`src/rtl/collatz_pkg.sv`:
```
// Shared constants for the Collatz datapath and its controller.
// Holds the ALU function-select encoding and the default data width.
package collatz_pkg;

  localparam int COLLATZ_WIDTH = 16;
  localparam int COLLATZ_STEP_W = 16;

  localparam logic [1:0] FS_HOLD = 2'b00;
  localparam logic [1:0] FS_ADD  = 2'b01;
  localparam logic [1:0] FS_SHR  = 2'b10;
  localparam logic [1:0] FS_DBL  = 2'b11;

endpackage

```
`src/rtl/collatz_alu.sv`:
```
// Combinational ALU: hold, X+T+1, logical X>>1, hold (T-write cycle).
// Ports: x_i, t_i operands; fs_i select; res_o result; carry_o add carry-out.
module collatz_alu
  import collatz_pkg::*;
#(
  parameter int WIDTH = COLLATZ_WIDTH
) (
  input  logic [WIDTH-1:0] x_i,
  input  logic [WIDTH-1:0] t_i,
  input  logic [1:0]       fs_i,
  output logic [WIDTH-1:0] res_o,
  output logic             carry_o
);

  logic [WIDTH:0] sum;

  assign sum = {1'b0, x_i} + {1'b0, t_i}
             + {{WIDTH{1'b0}}, 1'b1};

  always_comb begin
    res_o   = x_i;
    carry_o = 1'b0;
    unique case (fs_i)
      FS_HOLD: res_o = x_i;
      FS_ADD: begin
        res_o   = sum[WIDTH-1:0];
        carry_o = sum[WIDTH];
      end
      FS_SHR:  res_o = x_i >> 1;
      FS_DBL:  res_o = x_i;
    endcase
  end

endmodule

```
`src/rtl/collatz_datapath.sv`:
```
// Collatz datapath: working reg X, shadow reg T (2X), sticky ovf, steps.
// Ports: clk, reset_n (async low), din, sel, wen, fs1/fs0 in;
// one, x0, x, ovf, steps out. COLLATZ_STEP_CNT_EN enables the counter.
module collatz_datapath
  import collatz_pkg::*;
#(
  parameter int WIDTH  = COLLATZ_WIDTH,
  parameter int STEP_W = COLLATZ_STEP_W
) (
  input  logic              clk,
  input  logic              reset_n,
  input  logic [WIDTH-1:0]  din,
  input  logic              sel,
  input  logic              wen,
  input  logic              fs1,
  input  logic              fs0,
  output logic              one,
  output logic              x0,
  output logic [WIDTH-1:0]  x,
  output logic              ovf,
  output logic [STEP_W-1:0] steps
);

  logic [1:0]       fs;
  logic [WIDTH-1:0] x_q, x_d;
  logic [WIDTH-1:0] t_q, t_d;
  logic             ovf_q, ovf_d;
  logic [WIDTH-1:0] src;
  logic [WIDTH-1:0] alu_res;
  logic             alu_carry;

  assign fs  = {fs1, fs0};
  assign src = sel ? x_q : din;

  collatz_alu #(
    .WIDTH(WIDTH)
  ) u_alu (
    .x_i    (x_q),
    .t_i    (t_q),
    .fs_i   (fs),
    .res_o  (alu_res),
    .carry_o(alu_carry)
  );

  // A din load clears ovf first; a T write of the same edge
  // may still set it again when it shifts out a 1.
  always_comb begin
    x_d   = sel ? alu_res : din;
    t_d   = wen ? (src << 1) : t_q;
    ovf_d = (sel & ovf_q)
          | (sel & alu_carry)
          | (wen & src[WIDTH-1]);
  end

  always_ff @(posedge clk or negedge reset_n) begin
    if (!reset_n) begin
      x_q   <= '0;
      t_q   <= '0;
      ovf_q <= 1'b0;
    end else begin
      x_q   <= x_d;
      t_q   <= t_d;
      ovf_q <= ovf_d;
    end
  end

`ifdef COLLATZ_STEP_CNT_EN
  logic [STEP_W-1:0] steps_q, steps_d;

  always_comb begin
    steps_d = steps_q;
    if (!sel)
      steps_d = '0;
    else if ((fs == FS_ADD || fs == FS_SHR)
             && steps_q != '1)
      steps_d = steps_q + 1'b1;
  end

  always_ff @(posedge clk or negedge reset_n) begin
    if (!reset_n)
      steps_q <= '0;
    else
      steps_q <= steps_d;
  end

  assign steps = steps_q;
`else
  assign steps = '0;
`endif

  assign x   = x_q;
  assign x0  = x_q[0];
  assign one = (x_q == WIDTH'(1));
  assign ovf = ovf_q;

endmodule

```
`config.mk`:
```
export PLATFORM = sky130hd
export DESIGN_NAME = collatz_datapath
export DESIGN_NICKNAME = d
export VERILOG_FILES = /design/src/rtl/collatz_pkg.sv /design/src/rtl/collatz_alu.sv /design/src/rtl/collatz_datapath.sv
export SDC_FILE = /design/constraint.sdc
export NUM_CORES = 1
export LEC_CHECK = 0
export CORE_MARGIN = 5
export CORE_UTILIZATION = 51
export DETAILED_ROUTE_END_ITERATION = 7
export PLACE_DENSITY = 0.79
export SLEW_MARGIN = 10
export SYNTH_ARGS = -nofsm -noshare
export SYNTH_HDL_FRONTEND = slang
export SYNTH_SLANG_ARGS = --single-unit
```
`constraint.sdc`:
```
create_clock -name clk -period 2.6 [get_ports clk]
set_input_delay 0.78 -clock clk [delete_from_list [all_inputs] [get_ports clk]]
set_output_delay 0.78 -clock clk [all_outputs]
set_load 0.01 [all_outputs]
```
==> run metrics, run 1 <==
Area Overhead vs Synth=23.9%; Std-Cell Rows=26; Post-synth EDFFs=0; Nets=around 400; WL/cell=around 16 um; Worst Hold Depth=2; largest net degree at the start of global routing=between 50 and 60; Synth area leader=dfrtp_1; CTS Buffer Depth=2; Num CTS Buffers=5; Max IR drop VDD=between 300 and 400 uV; Routed Antenna Nets=0; CTS Root Buffer Type=clkbuf_8; Slew @ Worst Pin=approximately 0.56 ns; # clock sinks=32; Pwr per Cell Area=approximately 800 nW/um2; Initial DRC Count=154; number of max-cap violations=0; CTS tree=yes; Worst Path Max Fanout=18; final hold vios=0; met2 WL post-DR=3360 um; Worst-path clk slew=around 0.07 ns; die width=slightly above 80 um; cts hold-fix bufs=0; grt total ovfl=0; Critical Path AT=~2.6 ns; Post-CTS Repair Setup Buffers=0; GPL Wtd Cong=between 0.9 and 1; R2R cell count=8; router iterations before antenna repair=4; Distinct cells, synth=50; vias in the first global route=2,412; first-pass GRT wire length=between 10,000 and 15,000 um; initial core utilization=roughly half; top area cells in the synthesized netlist=dfrtp_1 (31%), a21oi_1 (9.0%), ha_1 (8.1%), mux2i_1 (5.4%), buf_4 (4.9%); Synth Flop Type=dfrtp_1; hold slack=~0.53 ns; top-area cell type share of the netlist area=a little over 30%; cells after synthesis=315; Via-to-Cell Ratio=roughly 5.7; post-route insts no fill=roughly 430; Reg power frac=between 20% and 30%; Final setup viols=0; Int Pwr=around 1.5 mW; Avg Cell Area, Syn=just over 8 um2; GRT Total Usage=a little under a quarter; Switching Share=between 40% and 50%; Residual DRC=0; FF+latch count, synth=32; synthesis warning total=0; worst rel slew slack=approximately 62%; status=finished clean; Startpoint Class=input pin; fmax=approximately 0.41 GHz; critical path class=in2reg; CP Capture Type=flop; period utilisation layout=between 90% and 100%; WL met1=3310 um; Comb pwr share=between 50% and 60%; Detailed Route WL=between 7000 and 8000 um; dpl hpwl=5210 um; CP required=~2.8 ns; Static Leak=about 1.5 nW; share of total power in the clock network=~15%; min-delay worst type=reg2reg; number of diodes=0; I/O Buffers=40; I/O pin total=57; Placed Cells=426; async set-or-reset flop fraction in the synthesized netlist=100%; Die H=about 80 um; WL met3=415 um; min Tclk post-route=roughly 2.4 ns; netlist area before placement=roughly 2600 um2; core area=just over 5000 um2; initial antenna violation count=0; RSZ-0062 raised after global routing=no; Switch Pwr=roughly 1.1 mW; clock skew=0.0111 ns; layout cells sized above 1=roughly 11%; Max Slew Vio Count=0; Top Metal Used=met4; Seq/Total Area, Yosys=30.6%; H-tree levels=2; Die Footprint=about 6700 um2; Clock Latency Late Sink=roughly 0.28 ns; vias after detailed routing=around 2,500
[layout make-up]
| cell class | count | area (um2) |
|---|---|---|
| fillers | 451 | 1800 |
| multi-input cells | 250 | 1650 |
| flip-flops and latches | 32 | 803 |
| repair buffers | 63 | 571 |
| well taps | 70 | 87.6 |
| clock buffers | 6 | 82.6 |
| inverters | 11 | 41.3 |
| clock inverters | 2 | 10.0 |
[worst paths after layout]
kind	start	endpoint	slack, ns
max	fs1	x[9]	0.17
min	t_q[9]	t_q[9]	0.53
max reg2reg	x[6]	x[15]	0.35
min reg2reg	t_q[9]	t_q[9]	0.53
max in group asynchronous	reset_n	x[1]	1.34
min in group asynchronous	reset_n	x[12]	0.91
[through the flow]
stage	util [%]	TNS, ns	setup slack, ns	power [mW]	area [um2]
after detailed placement	61.9	-0.274	-0.105	2.20	3120
after global routing	64.4	0	0.0594	2.86	3250
after CTS	63.9	0	0.00494	2.62	3220
final	64.4	0	0.166	2.65	3250
after floorplan	-	0	0.415	1.70	2680
after global placement	61.9	-0.114	-0.0604	2.19	3120
[state kept, by name, indices dropped and copies added (netlist names)]
name	cells
x	16
t_q	15
ovf	1
[power groups by stage]
stage               Sequential [mW]  Clock (mW)  Combinational (mW)
floorplan                     0.747           0               0.953
global placement              0.692           0                1.49
detailed placement            0.691           0                1.51
CTS                           0.687       0.414                1.52
global route                  0.718       0.444                1.70
finish                        0.701       0.405                1.54
[metal layers]
layer	global-route usage, %	up-vias
met3	4.06	4
met1	32.5	1181
met2	37.4	69
met5	0	-
li1	-	1206
met4	4.49	0
[cells by family after synthesis]
group           synth area share (%)
other cells                    0.143
simple gates                    14.8
compound gates                  26.5
fa+ha+maj                       8.89
flops                           30.6
buf+inv                         9.60
xor+xnor                        3.68
mux                             5.78
[Yosys cell counts, drive strengths merged, types with 4 or more instances]
master / n
xnor2: 4
buf: 26
a22oi: 5
nor2: 29
a21o: 9
nor2b: 8
nand3: 6
nor4: 4
clkbuf: 11
mux2i: 14
o21ai: 23
dfrtp: 32
nor3b: 5
ha: 17
xor2: 7
inv: 11
o21a: 4
nand2: 13
a21oi: 47
[placed cells by master, fill, tap and decap left out, types with 2 or more instances in the layout]
master / count
xor2_1: 7
a22oi_1: 5
nand2_1: 13
a311oi_1: 3
a21oi_1: 47
clkbuf_8: 6
a211oi_2: 2
buf_4: 23
dfrtp_1: 30
a31oi_1: 2
nor2_1: 29
nand4_1: 3
dfrtp_2: 2
clkinv_2: 2
nor3_1: 2
mux2i_1: 14
a211o_1: 2
conb_1: 16
xnor2_1: 4
a2bb2oi_1: 2
nor4b_1: 2
ha_1: 17
nand3_1: 6
inv_1: 11
nor4_2: 2
and3_1: 2
o21a_1: 4
nor3b_1: 5
nor2b_1: 8
o211ai_1: 2
clkdlybuf4s50_1: 38
a21o_1: 9
o21ai_0: 22
[critical path, stage by stage]
cell	delay [ns]
clkdlybuf4s50_1	0.48
inv_1	0.05
ha_1	0.28
buf_4	0.23
nor2b_1	0.10
a22o_1	0.19
mux2i_1	0.12
o21ai_0	0.09
a211o_1	0.27
[repair_timing]
action,4_1_cts,5_1_grt
resized for setup,2,5
gates cloned,0,0
endpoints found under the setup margin,1,1
Note: power is estimated with default switching activity, not from simulation.
==> run 2, diff against run 1 <==
--- a/config.mk
+++ b/config.mk
@@ -6,9 +6,9 @@
 export NUM_CORES = 1
 export LEC_CHECK = 0
 export CORE_MARGIN = 5
-export CORE_UTILIZATION = 51
+export CORE_UTILIZATION = 50
 export DETAILED_ROUTE_END_ITERATION = 7
-export PLACE_DENSITY = 0.79
+export PLACE_DENSITY = 0.78
 export SLEW_MARGIN = 10
 export SYNTH_ARGS = -nofsm -noshare
 export SYNTH_HDL_FRONTEND = slang
==> run 2 against run 1 <==
Sequential power up 2%. Flip-flop and latch count unchanged. Cell count down 0.46%. Total power rose by 0.85%. Critical endpoint is now x[8]. Register-to-register slack got worse by 0.04 ns. Sequential share of layout area about the same. Clock skew fell by 0.0054 ns. Critical path depth is 1 lower. Combinational power about the same. Setup slack improved by 0.0035 ns. Clock power is 3% higher. First-iteration DRC count grew 9.7%.
==> run metrics, run 2 (synthesis results as in run 1) <==
clock skew=0.00566 ns (-0.00543 ns); Reg power frac=26.8% (+0.3 points); H-tree levels=2 (unchanged); post-route insts no fill=432 (-0.46%); setup TNS=0 ns (unchanged); largest net degree at the start of global routing=51 (unchanged); RSZ-0062 raised after global routing=no; min Tclk post-route=2.43 ns (-0.00347 ns); Via-to-Cell Ratio=5.76 (+1.7%); initial antenna violation count=0 (unchanged); worst r2r src=x[4]; R2R cell count=8 (unchanged); grt total ovfl=0 (unchanged); first-pass GRT wire length=11,700 um (-1.1%); initial core utilization=51.3% (-0.66 points); Residual DRC=0 (unchanged); Hold Startpoint=t_q[10]; Nets=401 (-0.50%); Die H=82.4 um (+0.88%); cts hold-fix bufs=0 (unchanged); Clock Latency Late Sink=0.29 ns (about the same); Comb pwr share=57.6% (-0.6 points); Switch Pwr=1.15 mW (+1.6%); CP Capture Type=flop; Final setup viols=0 (unchanged); slowest stage cell, crit path=clkdlybuf4s50_1; router iterations before antenna repair=4 (unchanged); number of max-cap violations=0 (unchanged); I/O pin total=57 (unchanged); WL met1=3120 um (-6.0%); slack of the worst reg-to-reg path=0.31 ns (-0.04 ns); die width=82.4 um (+0.88%); layout cells sized above 1=11.0% (-0.21 points); core area=5110 um2 (+1.3%); CP delay by family, top=simple AND/OR/NAND/NOR gates; Static Leak=1.46 nW (about the same); Int Pwr=1.52 mW (+0.27%); CP required=2.84 ns (+0.07 ns); CTS Buffer Depth=2 (unchanged); slowest cell delay on critical path=0.49 ns (about the same); max FFs per register=16 (unchanged); Worst Path Max Fanout=9 (-9); Pwr per Cell Area=820 nW/um2 (+0.50%); vias after detailed routing=2,490 (+1.2%); Max IR drop VDD=362 uV (-9.1%); share of total power in the clock network=15.6% (+0.3 points); Std-Cell Rows=26 (unchanged); CTS tree=yes; Top Metal Used=met4; met2 WL post-DR=3530 um (+5.2%); min-delay worst type=reg2reg; commonest cells after routing, fill and taps aside=a21oi_1 (47), clkdlybuf4s50_1 (38), nor2_1 (29), dfrtp_1 (29), o21ai_0 (22); Worst Hold Endpoint=t_q[10]; # clock sinks=32 (unchanged); fmax=0.411 GHz (+0.14%); final hold vios=0 (unchanged); Num CTS Buffers=5 (unchanged); GRT Total Usage=22.5% (-0.58 points); Startpoint Class=input pin; crit path cell chain=clkdlybuf4s50_1 > inv_1 > ha_1 > nor2b_1 > nand2b_1 > nor3b_1 > nor3_1 > nand2_1; Area Overhead vs Synth=24.4%; CP Buf/Inv Count=2 (-1); Die Footprint=6780 um2 (+1.8%); Critical Path AT=2.67 ns (+0.07 ns); vias in the first global route=2,410 (-0.083%); Placed Cells=424 (-0.47%); Worst-path clk slew=0.08 ns (about the same); WL met3=478 um (+15%); Detailed Route WL=7250 um (+1.5%); Routed Antenna Nets=0 (unchanged); CTS Root Buffer Type=clkbuf_8; I/O Buffers=40 (unchanged); most common cell after layout, fill and taps aside=a21oi_1; dpl hpwl=5360 um (+2.9%); Max Slew Vio Count=0 (unchanged); Initial DRC Count=169 (+9.7%); Worst Hold Depth=2 (unchanged); critical path class=in2reg; WL/cell=16.8 um (+2.0%); Switching Share=43.1% (+0.33 points); worst r2r dst=x[14]; status=finished clean; number of diodes=0 (unchanged); period utilisation layout=93.5% (-0.13 points); GPL Wtd Cong=0.980 (+7.3%)
[run 2: repair_timing]
item                       CTS  global route
setup endpoints to repair    1             1
buffers inserted             0             0
resized for setup            4             4
[run 2: layout make-up]
class	instances	area (um2)
clock buffer	6	82.6
fill	464	1850
sequential	32	805
clock inverter	2	10.0
timing repair buffer	61	581
inverter	11	41.3
tap	70	87.6
multi-input combinational	250	1650
[run 2: how the worst max path moves through the flow]
stage / cells past startpoint / start / to / slack (ns)
after floorplan: 9 / fs1 / x[9] / 0.42
after global placement: 8 / fs1 / x[9] / 0.03
after detailed placement: 7 / fs1 / x[9] / -0.03
after CTS: 3 / x[14] / one / 0.002
after global routing: 7 / fs1 / x[9] / 0.13
final: 8 / fs1 / x[8] / 0.17
[run 2: worst reg2reg max path: cells and delay by family, from the launching register on]
family	cells	cell delay (ns)
compound gates	5	1.04
xor+xnor	1	0.20
fa+ha+maj	1	0.35
buf+inv	1	0.16
flops	1	0.40
[run 2: routing by layer]
layer  up-vias  global-route usage (%)
met5         -                       0
met4         0                    8.31
met3        12                    4.12
met2        99                    36.7
met1      1180                    29.6
li1       1199                       -
[run 2: power groups by stage]
stage	Combinational [mW]	Sequential [mW]	Clock, mW
after floorplan	0.953	0.747	0
after global placement	1.47	0.698	0
after detailed placement	1.50	0.703	0
after CTS	1.51	0.708	0.422
after global routing	1.69	0.727	0.446
final	1.54	0.716	0.417
[run 2: metrics by stage]
stage          total power, mW  utilization [%]  hold WS, ns  area (um2)  worst slack, ns
2_1_floorplan             1.70                -        0.484        2680            0.415
3_3_place_gp              2.17             61.3        0.514        3130           0.0350
3_5_place_dp              2.20             61.3        0.519        3130          -0.0324
4_1_cts                   2.64             63.5        0.536        3250          0.00221
5_1_grt                   2.87             63.8        0.571        3260            0.131
6_report                  2.67             63.8        0.525        3260            0.170
